[src/rtl/seg_scroll_decoder_pkg.sv]
// Shared constants for the scrolling 7-segment path: glyphs, character codes, anode patterns.
// Imported by the decoder, its glyph lookup and the driver bench.
package seg_scroll_decoder_pkg;

  localparam int unsigned SEG_W  = 7;
  localparam int unsigned AN_W   = 4;
  localparam int unsigned CODE_W = 5;
  localparam int unsigned SLOTS  = 4;

  typedef logic [CODE_W-1:0]            code_t;
  typedef logic [SLOTS-1:0][CODE_W-1:0] frame_t;

  // Active-low glyphs, bit6=g ... bit0=a
  localparam logic [SEG_W-1:0] SEG_SPACE = 7'b1111111;
  localparam logic [SEG_W-1:0] SEG_W_CH  = 7'b1010101;
  localparam logic [SEG_W-1:0] SEG_E     = 7'b0000110;
  localparam logic [SEG_W-1:0] SEG_L     = 7'b1000111;
  localparam logic [SEG_W-1:0] SEG_C     = 7'b1000110;
  localparam logic [SEG_W-1:0] SEG_O     = 7'b1000000;
  localparam logic [SEG_W-1:0] SEG_M     = 7'b1101010;
  localparam logic [SEG_W-1:0] SEG_T     = 7'b0000111;
  localparam logic [SEG_W-1:0] SEG_S     = 7'b0010010;
  localparam logic [SEG_W-1:0] SEG_I     = 7'b1001111;
  localparam logic [SEG_W-1:0] SEG_N     = 7'b1001000;
  localparam logic [SEG_W-1:0] SEG_A     = 7'b0100000;
  localparam logic [SEG_W-1:0] SEG_Y     = 7'b0010001;

  localparam code_t CODE_SPACE   = 5'd0;
  localparam code_t CODE_W_CH    = 5'd1;
  localparam code_t CODE_E       = 5'd2;
  localparam code_t CODE_L       = 5'd3;
  localparam code_t CODE_C       = 5'd4;
  localparam code_t CODE_O       = 5'd5;
  localparam code_t CODE_M       = 5'd6;
  localparam code_t CODE_T       = 5'd7;
  localparam code_t CODE_S       = 5'd8;
  localparam code_t CODE_I       = 5'd9;
  localparam code_t CODE_N       = 5'd10;
  localparam code_t CODE_A       = 5'd11;
  localparam code_t CODE_Y       = 5'd12;
  localparam code_t CODE_UNKNOWN = 5'd31;

  // Active-low one-hot anodes; slot0 is the rightmost digit
  localparam logic [AN_W-1:0] AN_SLOT0 = 4'b1110;
  localparam logic [AN_W-1:0] AN_SLOT1 = 4'b1101;
  localparam logic [AN_W-1:0] AN_SLOT2 = 4'b1011;
  localparam logic [AN_W-1:0] AN_SLOT3 = 4'b0111;
  localparam logic [AN_W-1:0] AN_BLANK = 4'b1111;

endpackage

[src/rtl/seg_scroll_decoder_if.sv]
// Display-line and decoded-result bundle between a 7-segment driver and the decoder.
interface seg_scroll_decoder_if;
  import seg_scroll_decoder_pkg::*;

  logic [AN_W-1:0]  an;
  logic [SEG_W-1:0] seg;
  frame_t           frame_code;
  logic             frame_valid;
  code_t            char_code;
  logic             char_valid;
  logic             err_glitch;

  modport master (
    output an, seg,
    input  frame_code, frame_valid, char_code, char_valid, err_glitch
  );

  modport slave (
    input  an, seg,
    output frame_code, frame_valid, char_code, char_valid, err_glitch
  );
endinterface

[src/rtl/seg_scroll_decoder_glyph_decode.sv]
// Combinational active-low 7-segment glyph to 5-bit character code lookup.
module seg_glyph_decode
  import seg_scroll_decoder_pkg::*;
(
  input  logic [SEG_W-1:0] i_seg,
  output code_t            o_code_c
);

  always_comb begin
    o_code_c = CODE_UNKNOWN;
    case (i_seg)
      SEG_SPACE: o_code_c = CODE_SPACE;
      SEG_W_CH:  o_code_c = CODE_W_CH;
      SEG_E:     o_code_c = CODE_E;
      SEG_L:     o_code_c = CODE_L;
      SEG_C:     o_code_c = CODE_C;
      SEG_O:     o_code_c = CODE_O;
      SEG_M:     o_code_c = CODE_M;
      SEG_T:     o_code_c = CODE_T;
      SEG_S:     o_code_c = CODE_S;
      SEG_I:     o_code_c = CODE_I;
      SEG_N:     o_code_c = CODE_N;
      SEG_A:     o_code_c = CODE_A;
      SEG_Y:     o_code_c = CODE_Y;
      default:   o_code_c = CODE_UNKNOWN;
    endcase
  end

endmodule

[src/rtl/seg_scroll_decoder.sv]
// Rebuilds the multiplexed 4-digit frame from anode/segment lines, filters torn frames
// and reports committed frames plus the character shifted in on a left scroll.
module seg_scroll_decoder
  import seg_scroll_decoder_pkg::*;
#(
  parameter int unsigned STABLE_CYCLES = 4,
  parameter int unsigned SYNC_STAGES   = 2
) (
  input  logic                 clock,
  input  logic                 reset,
  seg_scroll_decoder_if.slave  bus
);

  localparam int unsigned       CNT_W   = 8;
  localparam logic [CNT_W-1:0]  CNT_TGT = CNT_W'(STABLE_CYCLES - 1);
  localparam logic [CNT_W-1:0]  CNT_MAX = '1;

  logic [SYNC_STAGES-1:0][AN_W-1:0]  r_an_sync;
  logic [SYNC_STAGES-1:0][SEG_W-1:0] r_seg_sync;
  logic [AN_W-1:0]                   r_an_prev;
  logic [SEG_W-1:0]                  r_seg_prev;
  logic [CNT_W-1:0]                  r_cnt;
  logic [SLOTS-1:0]                  r_mask;
  frame_t                            r_cand;
  frame_t                            r_prev_cand;
  frame_t                            r_frame_code;
  code_t                             r_char_code;
  logic                              r_frame_valid;
  logic                              r_char_valid;
  logic                              r_err_glitch;

  logic [AN_W-1:0]  w_an;
  logic [SEG_W-1:0] w_seg;
  logic             w_slot_valid;
  logic             w_illegal;
  logic [1:0]       w_slot;
  logic             w_same;
  logic [CNT_W-1:0] w_cnt_nxt;
  logic             w_accept;
  code_t            w_code;
  frame_t           w_cand_upd;
  logic [SLOTS-1:0] w_mask_upd;
  logic             w_frame_done;
  logic             w_commit;
  logic             w_scroll;

  // Input synchronisers; idle lines are high so reset to ones
  always_ff @(posedge clock or posedge reset) begin
    if (reset) begin
      r_an_sync  <= '1;
      r_seg_sync <= '1;
    end else begin
      r_an_sync  <= {r_an_sync[SYNC_STAGES-2:0], bus.an};
      r_seg_sync <= {r_seg_sync[SYNC_STAGES-2:0], bus.seg};
    end
  end

  assign w_an  = r_an_sync[SYNC_STAGES-1];
  assign w_seg = r_seg_sync[SYNC_STAGES-1];

  always_comb begin
    w_slot_valid = 1'b0;
    w_illegal    = 1'b0;
    w_slot       = 2'd0;
    case (w_an)
      AN_SLOT0: begin w_slot_valid = 1'b1; w_slot = 2'd0; end
      AN_SLOT1: begin w_slot_valid = 1'b1; w_slot = 2'd1; end
      AN_SLOT2: begin w_slot_valid = 1'b1; w_slot = 2'd2; end
      AN_SLOT3: begin w_slot_valid = 1'b1; w_slot = 2'd3; end
      AN_BLANK: ;
      default:  w_illegal = 1'b1;
    endcase
  end

  seg_glyph_decode u_glyph (
    .i_seg    (w_seg),
    .o_code_c (w_code)
  );

  // Dwell counter; accepting on the transition into the target fires once per dwell
  assign w_same    = ({w_an, w_seg} == {r_an_prev, r_seg_prev});
  assign w_cnt_nxt = (w_same && !w_illegal)
                   ? ((r_cnt == CNT_MAX) ? r_cnt : r_cnt + CNT_W'(1))
                   : '0;
  assign w_accept  = w_slot_valid && (w_cnt_nxt == CNT_TGT) && (r_cnt != CNT_TGT);

  always_comb begin
    w_cand_upd         = r_cand;
    w_cand_upd[w_slot] = w_code;
    w_mask_upd         = r_mask | (SLOTS'(1) << w_slot);
  end

  // Commit only when two consecutive complete frames agree and differ from the output
  assign w_frame_done = w_accept && (w_mask_upd == '1);
  assign w_commit     = w_frame_done && (w_cand_upd == r_prev_cand)
                        && (w_cand_upd != r_frame_code);
  assign w_scroll     = (w_cand_upd[3:1] == r_frame_code[2:0]);

  always_ff @(posedge clock or posedge reset) begin
    if (reset) begin
      r_an_prev     <= '1;
      r_seg_prev    <= '1;
      r_cnt         <= '0;
      r_mask        <= '0;
      r_cand        <= '0;
      r_prev_cand   <= '0;
      r_frame_code  <= '0;
      r_char_code   <= '0;
      r_frame_valid <= 1'b0;
      r_char_valid  <= 1'b0;
      r_err_glitch  <= 1'b0;
    end else begin
      r_frame_valid <= 1'b0;
      r_char_valid  <= 1'b0;
      r_err_glitch  <= w_illegal;
      r_an_prev     <= w_an;
      r_seg_prev    <= w_seg;
      r_cnt         <= w_cnt_nxt;
      if (w_accept) begin
        r_cand <= w_cand_upd;
        r_mask <= w_mask_upd;
      end
      if (w_frame_done) begin
        r_prev_cand <= w_cand_upd;
        r_mask      <= '0;
      end
      if (w_commit) begin
        r_frame_code  <= w_cand_upd;
        r_frame_valid <= 1'b1;
        if (w_scroll) begin
          r_char_valid <= 1'b1;
          r_char_code  <= w_cand_upd[0];
        end
      end
    end
  end

  assign bus.frame_code  = r_frame_code;
  assign bus.frame_valid = r_frame_valid;
  assign bus.char_code   = r_char_code;
  assign bus.char_valid  = r_char_valid;
  assign bus.err_glitch  = r_err_glitch;

endmodule

[src/flat_wrapper.sv]
// flat-port wrapper written by rule: the top's interface ports become plain ports
module seg_scroll_decoder_flat import seg_scroll_decoder_pkg::*;
#(
  parameter int unsigned STABLE_CYCLES = 4,
  parameter int unsigned SYNC_STAGES   = 2
)
  (clock, reset, bus_an, bus_seg, bus_frame_code, bus_frame_valid, bus_char_code, bus_char_valid, bus_err_glitch);
  seg_scroll_decoder_if bus_i ();
  input  logic clock;
  input  logic reset;
  input wire logic [$bits(bus_i.an)-1:0] bus_an;
  input wire logic [$bits(bus_i.seg)-1:0] bus_seg;
  output wire logic [$bits(bus_i.frame_code)-1:0] bus_frame_code;
  output wire logic [$bits(bus_i.frame_valid)-1:0] bus_frame_valid;
  output wire logic [$bits(bus_i.char_code)-1:0] bus_char_code;
  output wire logic [$bits(bus_i.char_valid)-1:0] bus_char_valid;
  output wire logic [$bits(bus_i.err_glitch)-1:0] bus_err_glitch;
  assign bus_i.an = bus_an;
  assign bus_i.seg = bus_seg;
  assign bus_frame_code = bus_i.frame_code;
  assign bus_frame_valid = bus_i.frame_valid;
  assign bus_char_code = bus_i.char_code;
  assign bus_char_valid = bus_i.char_valid;
  assign bus_err_glitch = bus_i.err_glitch;
  seg_scroll_decoder #(.STABLE_CYCLES(STABLE_CYCLES), .SYNC_STAGES(SYNC_STAGES)) u_core (.clock(clock), .reset(reset), .bus(bus_i));
endmodule
[config.mk]
export PLATFORM = sky130hd
export DESIGN_NAME = seg_scroll_decoder_flat
export DESIGN_NICKNAME = d
export VERILOG_FILES = /design/src/rtl/seg_scroll_decoder_pkg.sv /design/src/rtl/seg_scroll_decoder_if.sv /design/src/rtl/seg_scroll_decoder_glyph_decode.sv /design/src/rtl/seg_scroll_decoder.sv /design/src/flat_wrapper.sv
export SDC_FILE = /design/constraint.sdc
export NUM_CORES = 1
export LEC_CHECK = 0
export CAP_MARGIN = 25
export CELL_PAD_IN_SITES_DETAIL_PLACEMENT = 1
export CELL_PAD_IN_SITES_GLOBAL_PLACEMENT = 2
export CORE_ASPECT_RATIO = 1.25
export CORE_MARGIN = 5
export CORE_UTILIZATION = 30
export CTS_BUF_LIST = sky130_fd_sc_hd__clkbuf_16
export DETAILED_ROUTE_END_ITERATION = 12
export HOLD_SLACK_MARGIN = 0.1
export PLACE_DENSITY = 0.61
export SLEW_MARGIN = 30
export SYNTH_ARGS = -nofsm -noshare
export SYNTH_HDL_FRONTEND = slang
export SYNTH_SLANG_ARGS = --single-unit
[constraint.sdc]
create_clock -name clock -period 9.1 [get_ports clock]
set_clock_uncertainty 0.2 [all_clocks]
set_input_delay 1.82 -clock clock [delete_from_list [all_inputs] [get_ports clock]]
set_output_delay 1.82 -clock clock [all_outputs]
set_load 0.02 [all_outputs]
==> impl_metrics.ini <==
[outcome]
outcome = finished clean

[critical_path]
cp_data_required_time_ns = 9.20
crit_path_leading_delay_family = simple AND/OR/NAND/NOR gates
critPathBufInv = 1
rr_worst_depth = 10
r2r_end = u_core.bus.frame_code[18]
rrSetupSlack_ns = 4.20
regToRegStartpoint = u_core.w_seg[4]
crit_type = reg2reg
crit_path_top_delay_cell = sky130_fd_sc_hd__dfstp_2
worstSetupEndpointType = register
cpPeakStageDelay_ns = 0.73
critical_path.cell_chain = nand3b_1 > a2111oi_4 > or2_1 > o31a_2 > o221ai_1 > nor4_1 > nand4_1 > o311ai_4 > buf_4 > mux2_1
arrival_time_of_the_worst_setup_path_ns = 5.00
start_kind = register
cp_max_fo = 15

[finish]
layout.cells.non_filler = 1093
most-common-layout-cells = sky130_fd_sc_hd__nand2_1, sky130_fd_sc_hd__dfrtp_1, sky130_fd_sc_hd__nor2_1, sky130_fd_sc_hd__o21ai_0, sky130_fd_sc_hd__a21oi_1
final_core_util_pct = 35.35
post_route_cells_drive_above_1_share_pct = 16.73
filler_cell_count = 2680
diodes = 0
nets = 802
area_growth_pct = 17.26
mostFrequentLayoutCell = sky130_fd_sc_hd__nand2_1
final_area_um2 = 8332

[sta]
worst_hold_slack_ns = 0.1507
setup-tns-final_ns = 0
setup_viol = 0
final-hold-violation-count = 0
tightestPinTransition_ns = 0.9633
period_needed_ns = 4.902
min_period_over_period_pct = 53.87
setup_slack_ns = 4.198
slew_viol_final = 0
maxClockFrequency_ghz = 0.2040
worst_slew_margin_rel_pct = 34.94
rsz0062_at_grt = no

[clocking]
cts.sink_count = 113
cts_buffer_depth = 2
cts_hold_buffers = 0
htree_levels = 4
numCtsBuffers = 17
insertion_delay_of_the_later_clocked_pin_in_the_worst_skew_pair_ns = 0.43
cts_setup_buffers = 0
clk_transition_reported_paths_ns = 0.06
clockRootBuffer = sky130_fd_sc_hd__clkbuf_16
tritoncts = yes
cts_resized = 0

[synthesis]
cell_count_after_synthesis = 768
synth_flop_cell = sky130_fd_sc_hd__dfrtp_1
synth_cell_type_count = 89
combinational_family_with_the_most_area_after_synthesis = simple AND/OR/NAND/NOR gates
ys_seq_area_share_pct = 40.38
synthArstFlopShare_pct = 100.0
post_synth_mux_area_share_pct = 5.089
synthesis.area_per_instance_um2 = 9.252
synth_compound_area_share_pct = 20.60
cell_area_after_synthesis_um2 = 7106
synth-xor-area-share_pct = 7.765
synth_enable_flop_cells = 0
synth.net_count = 782
synth.yosys.warnings = 0
post_synth_and_or_nand_nor_area_fraction_pct = 21.10
postSynthRegisterBits = 113
post_synthesis_adder_cell_area_fraction_pct = 0.1761

[global_route]
combined_global_route_utilization_of_all_metal_layers_pct = 21.70
grt_first_pass_wirelength_um = 43900
via_count_of_the_first_global_routing_pass = 6831
grt_max_degree = 70
total_global_routing_overflow = 0
grt_antenna_before_repair = 0

[power]
vdd_drop_max_mv = 0.09911
power_per_cell_area_nw_per_um2 = 159.0
power.share.combinational_pct = 8.0
total_switching_power_mw = 0.3621
switching_share_pct = 27.33
report.power.total_mw = 1.325
p_leak_nw = 3.354
power.internal_mw = 0.9627
power.sequential.fraction_pct = 40.0
power_frac_clock_pct = 52.1

[die]
rows = 63
chipHeight_um = 182.1
i_o_pins = 41
fp.dieArea_um2 = 26880
die_width_um = 147.7
core-area_um2 = 23570
initial_core_util_pct = 30.15

[route]
drt.antenna.violating_nets = 0
viasPerCell = 5.835
drt_pre_antenna_iters = 5
route.detailed.drc = 0
wire_per_inst_um = 26.35
drtIter0Drc = 395
routed-via-count = 6378
postRouteWirelength_um = 28800

[worst_hold_path]
worst_hold_path.endpoint = u_core.w_seg[5]
worst_hold_path.num_cells = 0
worstHoldStart = u_core.r_seg_sync[5]
hold_path.class = reg2reg

[placed_design]
placed_cells_incl_taps = 1060
port_buffer_count = 40
place.detailed.hpwl_um = 20810
globalplace.congestion = 0.8751
place_worst_setup_slack_ns = 3.970
postPlaceCellArea_um2 = 7715

[run]
max_cap_violations = 0
final cells by class:
| cell class | count | area [µm²] | share of cell area (%) |
|---|---|---|---|
| Multi-Input combinational cell | 583 | 3906 | 46.88 |
| Timing Repair Buffer | 55 | 520.5 | 6.247 |
| Sequential cell | 113 | 2869 | 34.43 |
| Clock inverter | 13 | 125.1 | 1.502 |
| Inverter | 18 | 70.07 | 0.8410 |
| Clock buffer | 19 | 475.5 | 5.707 |
| Tap cell | 292 | 365.4 | 4.385 |
routing by layer:
metal | vias up | global-route usage, % | wire length (µm)
met5 | - | 0 | 0
met3 | 74 | 4.098 | 1259
met4 | 0 | 11.08 | 1450
met2 | 205 | 35.56 | 13820
li1 | 2842 | - | -
met1 | 3257 | 27.25 | 12280
synth_stat cells (9+ instances only):
| master | count | share of area (%) |
|---|---|---|
| sky130_fd_sc_hd__buf_4 | 11 | 1.2 |
| sky130_fd_sc_hd__dfrtp_1 | 80 | 28 |
| sky130_fd_sc_hd__xor2_1 | 34 | 4.2 |
| sky130_fd_sc_hd__o21ai_0 | 52 | 3.7 |
| sky130_fd_sc_hd__buf_2 | 17 | 1.2 |
| sky130_fd_sc_hd__nor3_1 | 16 | 1.1 |
| sky130_fd_sc_hd__inv_1 | 18 | 0.95 |
| sky130_fd_sc_hd__nor4_1 | 12 | 1.1 |
| sky130_fd_sc_hd__o22ai_1 | 9 | 0.79 |
| sky130_fd_sc_hd__xnor2_1 | 29 | 3.6 |
| sky130_fd_sc_hd__mux2_2 | 14 | 2.2 |
| sky130_fd_sc_hd__nand2_1 | 83 | 4.4 |
| sky130_fd_sc_hd__dfstp_2 | 33 | 12 |
| sky130_fd_sc_hd__mux2_1 | 11 | 1.7 |
| sky130_fd_sc_hd__clkbuf_1 | 22 | 1.2 |
| sky130_fd_sc_hd__nand4_1 | 16 | 1.4 |
| sky130_fd_sc_hd__nand3_1 | 17 | 1.2 |
| sky130_fd_sc_hd__a21oi_1 | 42 | 3.0 |
| sky130_fd_sc_hd__nor2_1 | 74 | 3.9 |
power by group through the flow:
stage	logic (mW)	registers, mW	clock network (mW)
after CTS	0.106	0.530	0.706
after global placement	0.105	0.537	0
after global routing	0.114	0.531	0.730
after floorplan	0.0750	0.529	0
after detailed placement	0.105	0.538	0
final	0.106	0.530	0.690
worst max-delay path by stage:
stage,slack (ns),from,depth (start not counted),to
3_3_place_gp,4.08,u_core.w_seg[4],10,u_core.bus.frame_code[19]
2_1_floorplan,4.15,reset,1,u_core.bus.char_code[0]
4_1_cts,3.96,u_core.w_seg[6],10,u_core.bus.frame_code[18]
6_report,4.20,u_core.w_seg[4],10,u_core.bus.frame_code[18]
3_5_place_dp,3.97,u_core.w_seg[4],10,u_core.bus.frame_code[18]
5_1_grt,4.02,u_core.w_seg[6],10,u_core.bus.frame_code[19]
kinds of logic (layout without fill, tap and decap cells):
| kind of cell | count (synthesis) | count (layout) |
|---|---|---|
| compound gates | 201 | 201 |
| xor+xnor | 63 | 63 |
| fa+ha+maj | 1 | 1 |
| buf+inv | 72 | 105 |
| flops | 113 | 113 |
| mux | 33 | 33 |
| simple gates | 285 | 285 |
sequential cells by signal, indices dropped and copies added, names as in the netlist:
signal                  flops
u_core.r_an_sync            4
u_core.r_seg_prev           7
u_core.r_an_prev            4
u_core.r_cand              20
u_core.bus.frame_code      20
u_core.r_mask               4
u_core.w_seg                7
u_core.r_prev_cand         20
u_core.r_cnt                8
u_core.bus.err_glitch       1
u_core.w_an                 4
u_core.bus.char_code        5
u_core.bus.frame_valid      1
u_core.r_seg_sync           7
u_core.bus.char_valid       1
Power figures use the tool's default switching activity.
